$ cat config.mk
export PLATFORM = sky130hd
export DESIGN_NAME = jb_prach_nco_phase_gen
export DESIGN_NICKNAME = d
export VERILOG_FILES = /design/src/rtl/jb_prach_nco_phase_gen.sv
export SDC_FILE = /design/constraint.sdc
export NUM_CORES = 1
export LEC_CHECK = 0
export BUFFER_PORTS_ARGS = -buffer_cell sky130_fd_sc_hd__buf_2
export CAP_MARGIN = 20
export CELL_PAD_IN_SITES_DETAIL_PLACEMENT = 0
export CELL_PAD_IN_SITES_GLOBAL_PLACEMENT = 1
export CORE_MARGIN = 8
export CORE_UTILIZATION = 46
export CTS_CLUSTER_DIAMETER = 150
export DETAILED_ROUTE_END_ITERATION = 10
export PLACE_DENSITY = 0.84
export SYNTH_ARGS = -nofsm -noshare
export SYNTH_HDL_FRONTEND = slang
export SYNTH_SLANG_ARGS = --single-unit
$ cat constraint.sdc
create_clock -name clk -period 4.4 [get_ports clk]
set_input_delay 0.22 -clock clk [delete_from_list [all_inputs] [get_ports clk]]
set_output_delay 0.22 -clock clk [all_outputs]
set_load 0.02 [all_outputs]
$ cat src/rtl/jb_prach_nco_phase_gen.sv
// Per-antenna phase-accumulator NCO for the PRACH frequency-shift path.
// One phase word is emitted per TDM slot, NCO_LATENCY enabled cycles after the slot.
module jb_prach_nco_phase_gen #(
  parameter int  N_ANTENNAS  = 4,
  parameter int  PHASE_W     = 24,
  parameter int  NCO_LATENCY = 3,
  localparam int ID_W        = (N_ANTENNAS > 1) ? $clog2(N_ANTENNAS) : 1
) (
  input  logic                          clk,
  input  logic                          resetn,
  input  logic                          clk_en,
  input  logic                          tvalid_in,
  input  logic                          sof_in,
  input  logic [N_ANTENNAS*PHASE_W-1:0] fcw_in,
  output logic                          tvalid_out,
  output logic [ID_W-1:0]               tuser_out,
  output logic [PHASE_W-1:0]            phase_out,
  output logic                          align_err
);

  localparam logic [ID_W-1:0] ANT_LAST      = ID_W'(N_ANTENNAS - 1);
  localparam logic [ID_W-1:0] ANT_AFTER_SOF = ID_W'(1 % N_ANTENNAS);

  function automatic logic [PHASE_W-1:0] phase_wrap_add(input logic [PHASE_W-1:0] a,
                                                        input logic [PHASE_W-1:0] b);
    return a + b;
  endfunction

  function automatic logic [PHASE_W-1:0] fcw_sel(input logic [N_ANTENNAS*PHASE_W-1:0] bus,
                                                 input int idx);
    return bus[idx*PHASE_W +: PHASE_W];
  endfunction

  logic [PHASE_W-1:0] acc_q [N_ANTENNAS];
  logic [PHASE_W-1:0] acc_d [N_ANTENNAS];
  logic [ID_W-1:0]    ant_q, ant_d;
  logic               err_q, err_d;
  logic               beat;

  logic               vld_p0_d;
  logic [ID_W-1:0]    id_p0_d;
  logic [PHASE_W-1:0] ph_p0_d;

  logic               pipe_vld_q [NCO_LATENCY];
  logic [ID_W-1:0]    pipe_id_q  [NCO_LATENCY];
  logic [PHASE_W-1:0] pipe_ph_q  [NCO_LATENCY];

  // Stage 0: slot decode and accumulator update; phase emitted is pre-increment.
  always_comb begin
    beat     = tvalid_in & clk_en;
    acc_d    = acc_q;
    ant_d    = ant_q;
    err_d    = err_q;
    vld_p0_d = beat;
    id_p0_d  = pipe_id_q[0];
    ph_p0_d  = pipe_ph_q[0];
    if (beat) begin
      if (sof_in) begin
        for (int a = 0; a < N_ANTENNAS; a++) acc_d[a] = '0;
        acc_d[0] = fcw_sel(fcw_in, 0);
        ant_d    = ANT_AFTER_SOF;
        if (ant_q != '0) err_d = 1'b1;
        id_p0_d  = '0;
        ph_p0_d  = '0;
      end else begin
        acc_d[ant_q] = phase_wrap_add(acc_q[ant_q], fcw_sel(fcw_in, int'(ant_q)));
        ant_d        = (ant_q == ANT_LAST) ? '0 : ant_q + 1'b1;
        id_p0_d      = ant_q;
        ph_p0_d      = acc_q[ant_q];
      end
    end
  end

  // Stages 1..NCO_LATENCY-1: delay line matched to the FFT data path.
  always_ff @(posedge clk) begin
    if (!resetn) begin
      for (int a = 0; a < N_ANTENNAS; a++) acc_q[a] <= '0;
      for (int i = 0; i < NCO_LATENCY; i++) begin
        pipe_vld_q[i] <= 1'b0;
        pipe_id_q[i]  <= '0;
        pipe_ph_q[i]  <= '0;
      end
      ant_q <= '0;
      err_q <= 1'b0;
    end else if (clk_en) begin
      acc_q         <= acc_d;
      ant_q         <= ant_d;
      err_q         <= err_d;
      pipe_vld_q[0] <= vld_p0_d;
      pipe_id_q[0]  <= id_p0_d;
      pipe_ph_q[0]  <= ph_p0_d;
      for (int i = 1; i < NCO_LATENCY; i++) begin
        pipe_vld_q[i] <= pipe_vld_q[i-1];
        pipe_id_q[i]  <= pipe_id_q[i-1];
        pipe_ph_q[i]  <= pipe_ph_q[i-1];
      end
    end
  end

  assign tvalid_out = pipe_vld_q[NCO_LATENCY-1];
  assign tuser_out  = pipe_id_q[NCO_LATENCY-1];
  assign phase_out  = pipe_ph_q[NCO_LATENCY-1];
  assign align_err  = err_q;

endmodule
==> impl_metrics.tcl, run 1 <==
set metrics [dict create \
    cts_tree "built" \
    hold_viol_final 0 \
    r2r_setup_slack_ns 0.65 \
    antenna_left 0 \
    dieWidth_um 156.4 \
    synth_fp_nets 920 \
    wire_per_inst_um 19.33 \
    core_area_um2 19400 \
    gr-total-overflow 0 \
    fin_nets 1004 \
    drtIter0Drc 586 \
    rows 51 \
    use_met1 0.2541 \
    outcome "finished clean" \
    worst_pin_slew_ns 0.7585 \
    vdd_ir_drop_max_mv 0.2869 \
    synth_area_per_cell_um2 11.46 \
    hold_start "tvalid_in" \
    syn2layout_area_growth_pct 14.10 \
    maxCapViolCount 0 \
    grt_pass1_wl_um 34930 \
    cts_num_sinks 180 \
    reg2reg_from "ant_q[0]" \
    start_util 0.4672 \
    async_reset_ff_frac 0 \
    fp.dieArea_um2 24450 \
    cts_buffers 17 \
    grt_use_total 0.1852 \
    h-tree-depth 4 \
    fin_crit_sh 0.8519 \
    yosysTopAreaCell "edfxtp_1" \
    rsz0062_at_grt "no" \
    ys_warn_count 0 \
    antenna_found_initial 0 \
    finalPower_w 0.003890 \
    gp_congestion 0.9087 \
    synth_area_um2 9062 \
    drt-total-wl_um 22290 \
    synth_cell_types 53 \
    fp.dieH_um 156.4 \
    setup_viol 0 \
    busiest_layer "met2" \
    layout_min_cycle_time_ns 3.748 \
    num_vias 6619 \
    drv_slew 0 \
    ys_ff_latch 180 \
    yosysSeqAreaShare 0.4871 \
    yosysTopAreaCellShare 0.2684 \
    fin_skew_ns 0.007296 \
    critPathMaxFanout 37 \
    grt_use_met3 0.03833 \
    yosys-top-cells-area "edfxtp_1 27%, dfxtp_1 22%, mux4_2 12%" \
    critical_path_class "reg -> reg" \
    synth-edff-count 81 \
    holdWs_ns 0.07694 \
    post-route-util 0.5330 \
    slew_headroom 0.4943 \
    ff2ff_path_depth 11 \
    vias_per_cell 5.741 \
    cp-start-kind "register" \
    grt_max_degree 84 \
    post-dp-hpwl_um 15560 \
    portBuffers 128 \
    io_pins 129 \
    syn-instance-count 791 \
    hold_buffers 0 \
    setup_tns_ns 0 \
    synth_top_flop_cell "dfxtp_1" \
    clkLatencyLatePin_ns 0.43 \
    drtPass1Iterations 4 \
    required_ns 4.71 \
    grt_pass1_vias 6471 \
    path_clk_slew_ns 0.06 \
    dp_slack_ns 0.6230 \
    cp-end-kind "register" \
    power_leakage_nw 4.234 \
    root_buffer "clkbuf_16" \
    clk_path_buf_depth 2 \
    max_freq_mhz 266.8 \
    post_cts_resized 0 \
    drive_gt1_frac 0.2635 \
    min_path_type "in -> reg" \
    regToRegEndpoint "acc_q[23]" \
    use_met2 0.2901 \
    critPathLaunch "ant_q[0]" \
    post-cts-setup-buffers 0 \
    worst_slack_ns 0.6518 \
    drcViolationCount 0 \
    endpoint "acc_q[23]" \
    powerDensity_nw_per_um2 376.2 \
    cp.arrival_ns 4.06 \
    antenna_cells 0 \
]
[worst min-delay path by stage]
stage	to	depth (start not counted)	slack (ns)
after floorplan	ant_q[1]	2	0.36
after global placement	acc_q[70]	2	0.43
after detailed placement	acc_q[42]	2	0.44
after CTS	ant_q[1]	3	0.06
after global routing	ant_q[1]	3	0.10
final	ant_q[1]	3	0.08
[worst max-delay path, stage by stage (launching register included)]
cell and delay, ns:
dfxtp_4 0.79, buf_4 0.42, mux4_2 0.56, ha_1 0.41, a21oi_1 0.29, o211ai_1 0.14, a41oi_1 0.31, o21ai_0 0.12
o21ai_0 0.08, nand2_1 0.09, xnor2_1 0.26, o21ai_0 0.13
[metrics by stage]
step / std cells / cell area [um2]
floorplan: 791 / 9062
global placement: 1119 / 9748
detailed placement: 1119 / 9748
CTS: 1151 / 10300
global route: 1153 / 10340
finish: 1153 / 10340
[registers in the layout (all words and copies together), names as in the netlist]
register,cells
acc_q,96
align_err,1
ant_q,2
pipe_id_q,6
pipe_ph_q,72
pipe_vld_q,3
[placed cells by master (no fill, tap or decap), types with 2 or more instances in the layout]
cell type,instances
nand3_1,6
edfxtp_1,81
a21boi_1,5
xor2_1,9
a22o_1,24
a21o_1,10
nor2b_1,28
o221a_2,3
nor3_1,5
a211oi_1,4
nor2_1,28
buf_2,128
xnor2_1,12
a21oi_1,32
nand4_1,2
o21ai_0,45
clkinv_2,2
or3_1,2
clkinv_4,3
a22oi_1,31
clkinv_1,3
and2_1,38
mux4_2,48
and3_1,58
inv_6,4
o211a_1,2
o21a_1,5
dfxtp_1,97
o221ai_1,13
nand2b_1,3
clkbuf_16,17
nand2_1,51
buf_4,16
inv_1,6
a31oi_1,2
o41ai_1,2
o21ai_1,7
o22ai_1,5
ha_1,27
[cell families after synthesis]
| group | after synthesis | share of synthesized area |
|---|---|---|
| xor gates and xnor gates | 21 | 0.02030 |
| DFF | 180 | 0.4871 |
| and+or+nand+nor | 227 | 0.1350 |
| AOI/OAI and AO/OA | 199 | 0.1499 |
| adders and majority gates | 28 | 0.03949 |
| muxes | 49 | 0.1204 |
| buffers and inverters | 87 | 0.04777 |
[area by class of cell]
cell class,instances,area [um2]
clock inverter,14,127.6
tap,265,331.6
fill,1728,9059
sequential,180,4419
inverter,7,26.28
timing repair buffer,145,788.3
multi-input combinational,524,4218
clock buffer,18,429.2
[power by group]
group | switching (W) | leakage, nW | total (W) | internal, W
clock network | 0.000657 | 0.272 | 0.00144 | 0.000786
logic | 0.000366 | 2.27 | 0.000606 | 0.000240
registers | 0.0000284 | 1.69 | 0.00184 | 0.00181
[cell usage after synthesis (all sizes together), types with 28 or more instances]
library cell  number
mux4              48
buf               39
dfxtp             99
a22oi             31
nor2b             28
edfxtp            81
a21oi             33
and2              38
and3              59
nor2              28
nand2             51
clkbuf            41
o21ai             52
[per-layer routing]
metal | share of wire | vias to the layer above
met5 | 0 | -
met4 | 0.014 | 0
met3 | 0.073 | 24
met2 | 0.47 | 266
met1 | 0.45 | 3194
li1 | - | 3135
Power figures use the tool's default switching activity.
==> inputs of run 2 (changes only) <==
--- a/config.mk
+++ b/config.mk
@@ -10,10 +10,11 @@
 export CELL_PAD_IN_SITES_DETAIL_PLACEMENT = 0
 export CELL_PAD_IN_SITES_GLOBAL_PLACEMENT = 1
 export CORE_MARGIN = 8
-export CORE_UTILIZATION = 46
+export CORE_UTILIZATION = 40
 export CTS_CLUSTER_DIAMETER = 150
 export DETAILED_ROUTE_END_ITERATION = 10
-export PLACE_DENSITY = 0.84
+export PLACE_DENSITY = 0.75
+export REMOVE_ABC_BUFFERS = 1
 export SYNTH_ARGS = -nofsm -noshare
 export SYNTH_HDL_FRONTEND = slang
 export SYNTH_SLANG_ARGS = --single-unit
==> impl_metrics.tcl, run 2 (synthesis gave the netlist of run 1 again) <==
set metrics [dict create \
    finalNonFillerCells 1172 \
    path_clk_slew_ns 0.08 \
    post-route-util 0.4642 \
    cp-start-kind "register" \
    core_area_um2 22430 \
    num_vias 6580 \
    post-cts-setup-buffers 0 \
    fillers 2132 \
    worst-path-buf-inv 2 \
    cts_num_sinks 180 \
    h-tree-depth 4 \
    cts_buffers 17 \
    clk_path_buf_depth 2 \
    ff2ff_path_depth 12 \
    max_freq_mhz 268.1 \
    powerDensity_nw_per_um2 387.1 \
    layout_commonest_cell "buf_2" \
    outcome "finished clean" \
    grt_pass1_vias 6805 \
    post-dp-hpwl_um 16590 \
    gr-total-overflow 0 \
    cp.arrival_ns 4.05 \
    io_pins 129 \
    stdcell_area_um2 10410 \
    start_util 0.4040 \
    fin_nets 1003 \
    worst_slack_ns 0.6701 \
    critPathMaxFanout 33 \
    root_buffer "clkbuf_16" \
    grt_max_degree 47 \
    fin_crit_sh 0.8477 \
    top_register "acc_q" \
    vias_per_cell 5.614 \
    syn2layout_area_growth_pct 14.91 \
    dp_slack_ns 0.7231 \
    worstPathCellList "buf_12, buf_4, mux4_2, ha_1, a21oi_1, o211ai_1, a41oi_1, o21ai_0, o21ai_0, nand2_1, xnor2_1, o21ai_0" \
    regToRegEndpoint "acc_q[23]" \
    critical-path-max-stage-delay_ns 0.55 \
    crit_path_frequent_cell "o21ai_0" \
    antenna_cells 0 \
    hold_buffers 0 \
    place_area_um2 9788 \
    antenna_found_initial 0 \
    cp-end-kind "register" \
    layout_min_cycle_time_ns 3.730 \
    slew_headroom 0.3186 \
    seqCellArea_um2 4419 \
    cpMaxStageDelayCell "mux4_2" \
    r2r_setup_slack_ns 0.67 \
    drtIter0Drc 426 \
    setup_viol 0 \
    holdWs_ns 0.09149 \
    min_path_type "in -> reg" \
    largest_reg_flops 96 \
    critical_path_class "reg -> reg" \
    fp.dieArea_um2 27730 \
    cpLargestDelayFamily "compound AO/OA/AOI/OAI gates" \
    antenna_left 0 \
    drtPass1Iterations 5 \
    multiInputGateArea_um2 4220 \
    worst_pin_slew_ns 1.021 \
    fin_skew_ns 0.01208 \
    rsz0062_at_grt "no" \
    clkLatencyLatePin_ns 0.44 \
    hold_depth 3 \
    drive_gt1_frac 0.2672 \
    portBuffers 128 \
    post_cts_resized 0 \
    drv_slew 0 \
    wire_per_inst_um 19.78 \
    drcViolationCount 0 \
    fp.dieH_um 166.5 \
    maxCapViolCount 0 \
    rows 55 \
    hold_viol_final 0 \
    mostFrequentLayoutCells "128 x buf_2, 97 x dfxtp_1, 81 x edfxtp_1, 58 x and3_1, 51 x nand2_1" \
    top_regs "acc_q: 96 flops, pipe_ph_q: 72 flops, pipe_id_q: 6 flops" \
    grt_use_total 0.1692 \
    grt_pass1_wl_um 37350 \
    gp_congestion 0.8845 \
    vdd_ir_drop_max_mv 0.2220 \
    dieWidth_um 166.5 \
    min_to "acc_q[84]" \
    drt-total-wl_um 23180 \
    dpl.cell_count 1139 \
    reg2reg_from "ant_q[0]" \
    power_leakage_nw 4.247 \
    hold_start "fcw_in[12]" \
    cts_tree "built" \
    required_ns 4.72 \
]
run 2: area by class of cell:
class,count,share of cell area
clock buffers,17,0.04085
multi-input cells,524,0.4053
flip-flops and latches,180,0.4244
inverters,7,0.002523
well taps,285,0.03424
clock inverters,15,0.01778
repair buffers,144,0.07497
run 2: worst reg2reg max path, stage by stage, from the launching register on:
cell and delay [ns]:
dfxtp_4 0.52, buf_12 0.31, buf_4 0.23, mux4_2 0.55, ha_1 0.40, a21oi_1 0.36
o211ai_1 0.18, a41oi_1 0.33, o21ai_0 0.13, o21ai_0 0.08, nand2_1 0.09, xnor2_1 0.29
o21ai_0 0.13
run 2: power by group:
part / switching (W) / internal, W
sequential: 0.0000230 / 0.00181
clock: 0.000717 / 0.000862
combinational: 0.000377 / 0.000240
run 2: per-stage QoR:
stage	setup TNS [ns]	total power [W]
floorplan	-10.35	0.002266
global placement	0	0.002482
detailed placement	0	0.002481
CTS	0	0.004054
global route	0	0.004200
finish	0	0.004031
run 2: worst max path at each step:
stage                        start         to  slack [ns]  cells after the start
after floorplan           ant_q[0]  acc_q[20]       -0.40                     11
after global placement    ant_q[0]  acc_q[23]        0.63                     12
after detailed placement  ant_q[0]  acc_q[23]        0.72                     12
after CTS                 ant_q[0]  acc_q[23]        0.70                     12
after global routing      ant_q[0]  acc_q[71]        0.44                     12
final                     ant_q[0]  acc_q[23]        0.67                     12
run 2: layer usage:
layer,GRT usage,vias to the layer above,share of wire
met5,0,-,0
met4,0.05640,0,0.017
met3,0.03712,29,0.051
met2,0.2751,202,0.48
met1,0.2207,3216,0.45
li1,-,3133,-
==> inputs of run 3 (changes only) <==
--- a/config.mk
+++ b/config.mk
@@ -13,7 +13,7 @@
 export CORE_UTILIZATION = 40
 export CTS_CLUSTER_DIAMETER = 150
 export DETAILED_ROUTE_END_ITERATION = 10
-export PLACE_DENSITY = 0.75
+export PLACE_DENSITY = 0.78
 export REMOVE_ABC_BUFFERS = 1
 export SYNTH_ARGS = -nofsm -noshare
 export SYNTH_HDL_FRONTEND = slang
==> constraint.sdc (replaced) <==
create_clock -name clk -period 3.41 [get_ports clk]
set_input_delay 0.1705 -clock clk [delete_from_list [all_inputs] [get_ports clk]]
set_output_delay 0.1705 -clock clk [all_outputs]
set_load 0.02 [all_outputs]
==> impl_metrics.tcl, run 3 (synthesis gave the netlist of run 1 again) <==
set metrics [dict create \
    cts_tree "built" \
    num_vias 6648 \
    fillers 2094 \
    drcViolationCount 0 \
    critical_path_class "reg -> reg" \
    vias_per_cell 5.563 \
    top_register "acc_q" \
    multiInputGateArea_um2 4268 \
    start_util 0.4040 \
    top_regs "acc_q: 96 flops, pipe_ph_q: 72 flops, pipe_id_q: 6 flops" \
    outcome "finished clean" \
    gp_congestion 0.9134 \
    max_freq_mhz 301.6 \
    fp.dieH_um 166.5 \
    antenna_cells 0 \
    fin_crit_sh 0.9723 \
    fin_skew_ns 0.01014 \
    post-route-util 0.4773 \
    required_ns 3.73 \
    finalPower_w 0.005273 \
    largest_reg_flops 96 \
    cts_num_sinks 180 \
    drive_gt1_frac 0.2945 \
    setup_viol 0 \
    worst_slack_ns 0.09443 \
    root_buffer "clkbuf_16" \
    rows 55 \
    grt_pass1_vias 6644 \
    fp.dieArea_um2 27730 \
    hold_viol_final 0 \
    fin_nets 1026 \
    cts_buffers 17 \
    worst_pin_slew_ns 0.8034 \
    portBuffers 128 \
    critPathMaxFanout 6 \
    maxCapViolCount 0 \
    drtPass1Iterations 5 \
    clkLatencyLatePin_ns 0.43 \
    grt_pass1_wl_um 36260 \
    layout_min_cycle_time_ns 3.316 \
    drt-total-wl_um 23200 \
    cp.arrival_ns 3.64 \
    seqCellArea_um2 4419 \
    min_path_type "in -> reg" \
    vdd_ir_drop_max_mv 0.2958 \
    core_area_um2 22430 \
    drv_slew 0 \
    cp-end-kind "register" \
    power_leakage_nw 4.402 \
    setup_tns_ns 0 \
    powerDensity_nw_per_um2 492.5 \
    slew_headroom 0.4644 \
    cp-start-kind "register" \
    mostFrequentLayoutCells "128 x buf_2, 97 x dfxtp_1, 81 x edfxtp_1, 58 x and3_1, 51 x nand2_1" \
    post-dp-hpwl_um 16680 \
    dp_slack_ns 0.09374 \
    clk_path_buf_depth 2 \
    layout_commonest_cell "buf_2" \
    r2r_setup_slack_ns 0.09 \
    drtIter0Drc 497 \
    h-tree-depth 4 \
    grt_max_degree 56 \
    syn2layout_area_growth_pct 18.16 \
    wire_per_inst_um 19.41 \
    dieWidth_um 166.5 \
    grt_use_total 0.1634 \
    antenna_left 0 \
    io_pins 129 \
    path_clk_slew_ns 0.07 \
    antenna_found_initial 0 \
    gr-total-overflow 0 \
]
==> run 3: changes by cell type in the layout (fill, tap and decap cells not counted), sizes merged <==
cell,previous run,this run
buf,144,166
bufinv,2,3
clkbuf,17,18
clkinv,4,6
inv,14,11
==> run 3: metal layers <==
| metal | wire, um | global-route usage | part of all wire | up-vias |
|---|---|---|---|---|
| met5 | 0 | 0 | 0 | - |
| met4 | 352 | 0.04309 | 0.015 | 0 |
| met3 | 1393 | 0.03357 | 0.060 | 26 |
| met2 | 11360 | 0.2762 | 0.49 | 220 |
| met1 | 10090 | 0.2101 | 0.44 | 3218 |
| li1 | - | - | - | 3184 |
==> run 3: path summary, 6_finish.rpt <==
path              startpoint   endpoint  cells past startpoint
setup / recovery    ant_q[0]  acc_q[45]                     12
hold reg to reg    acc_q[18]  acc_q[18]                      2
hold / removal     tvalid_in   ant_q[1]                      3
setup reg to reg    ant_q[0]  acc_q[45]                     12
==> run 3: metrics by stage <==
stage / instance area, um2 / instances / hold WS, ns
2_1_floorplan: 8656 / 711 / 0.2778
3_3_place_gp: 9916 / 1153 / 0.4299
3_5_place_dp: 9916 / 1153 / 0.4387
4_1_cts: 10540 / 1185 / 0.02199
5_1_grt: 10710 / 1195 / 0.03541
6_report: 10710 / 1195 / 0.03529
==> run 3: critical path, stage by stage, from the launching register on <==
cell and delay [ns]:
dfxtp_4 0.37, buf_12 0.12, buf_4 0.17, mux4_2 0.53, ha_1 0.37, a21oi_1 0.22, o21ai_0 0.11, a311oi_1 0.32
o41ai_2 0.14, and2_1 0.20, a21oi_1 0.41, a21o_1 0.18, a21boi_1 0.06
==> run 3: power breakdown <==
part / total (W) / switching (W) / leakage, nW / internal (W)
registers: 0.00236 / 0.0000252 / 1.69 / 0.00234
logic: 0.000856 / 0.000506 / 2.41 / 0.000350
clock network: 0.00205 / 0.000876 / 0.302 / 0.00118
==> run 3: cell type report <==
class | instances | share of cell area
clock inverters | 15 | 0.01870
well taps | 285 | 0.03330
flip-flops and latches | 180 | 0.4127
clock buffers | 17 | 0.03973
repair buffers | 167 | 0.09453
inverters | 7 | 0.002454
multi-input cells | 524 | 0.3986
==> run 3: repair_timing <==
action	4_1_cts	5_1_grt
hold endpoints to repair	0	0
gates resized for setup	0	13
endpoints found under the setup margin	0	32
hold buffers	0	0
setup buffers	0	8
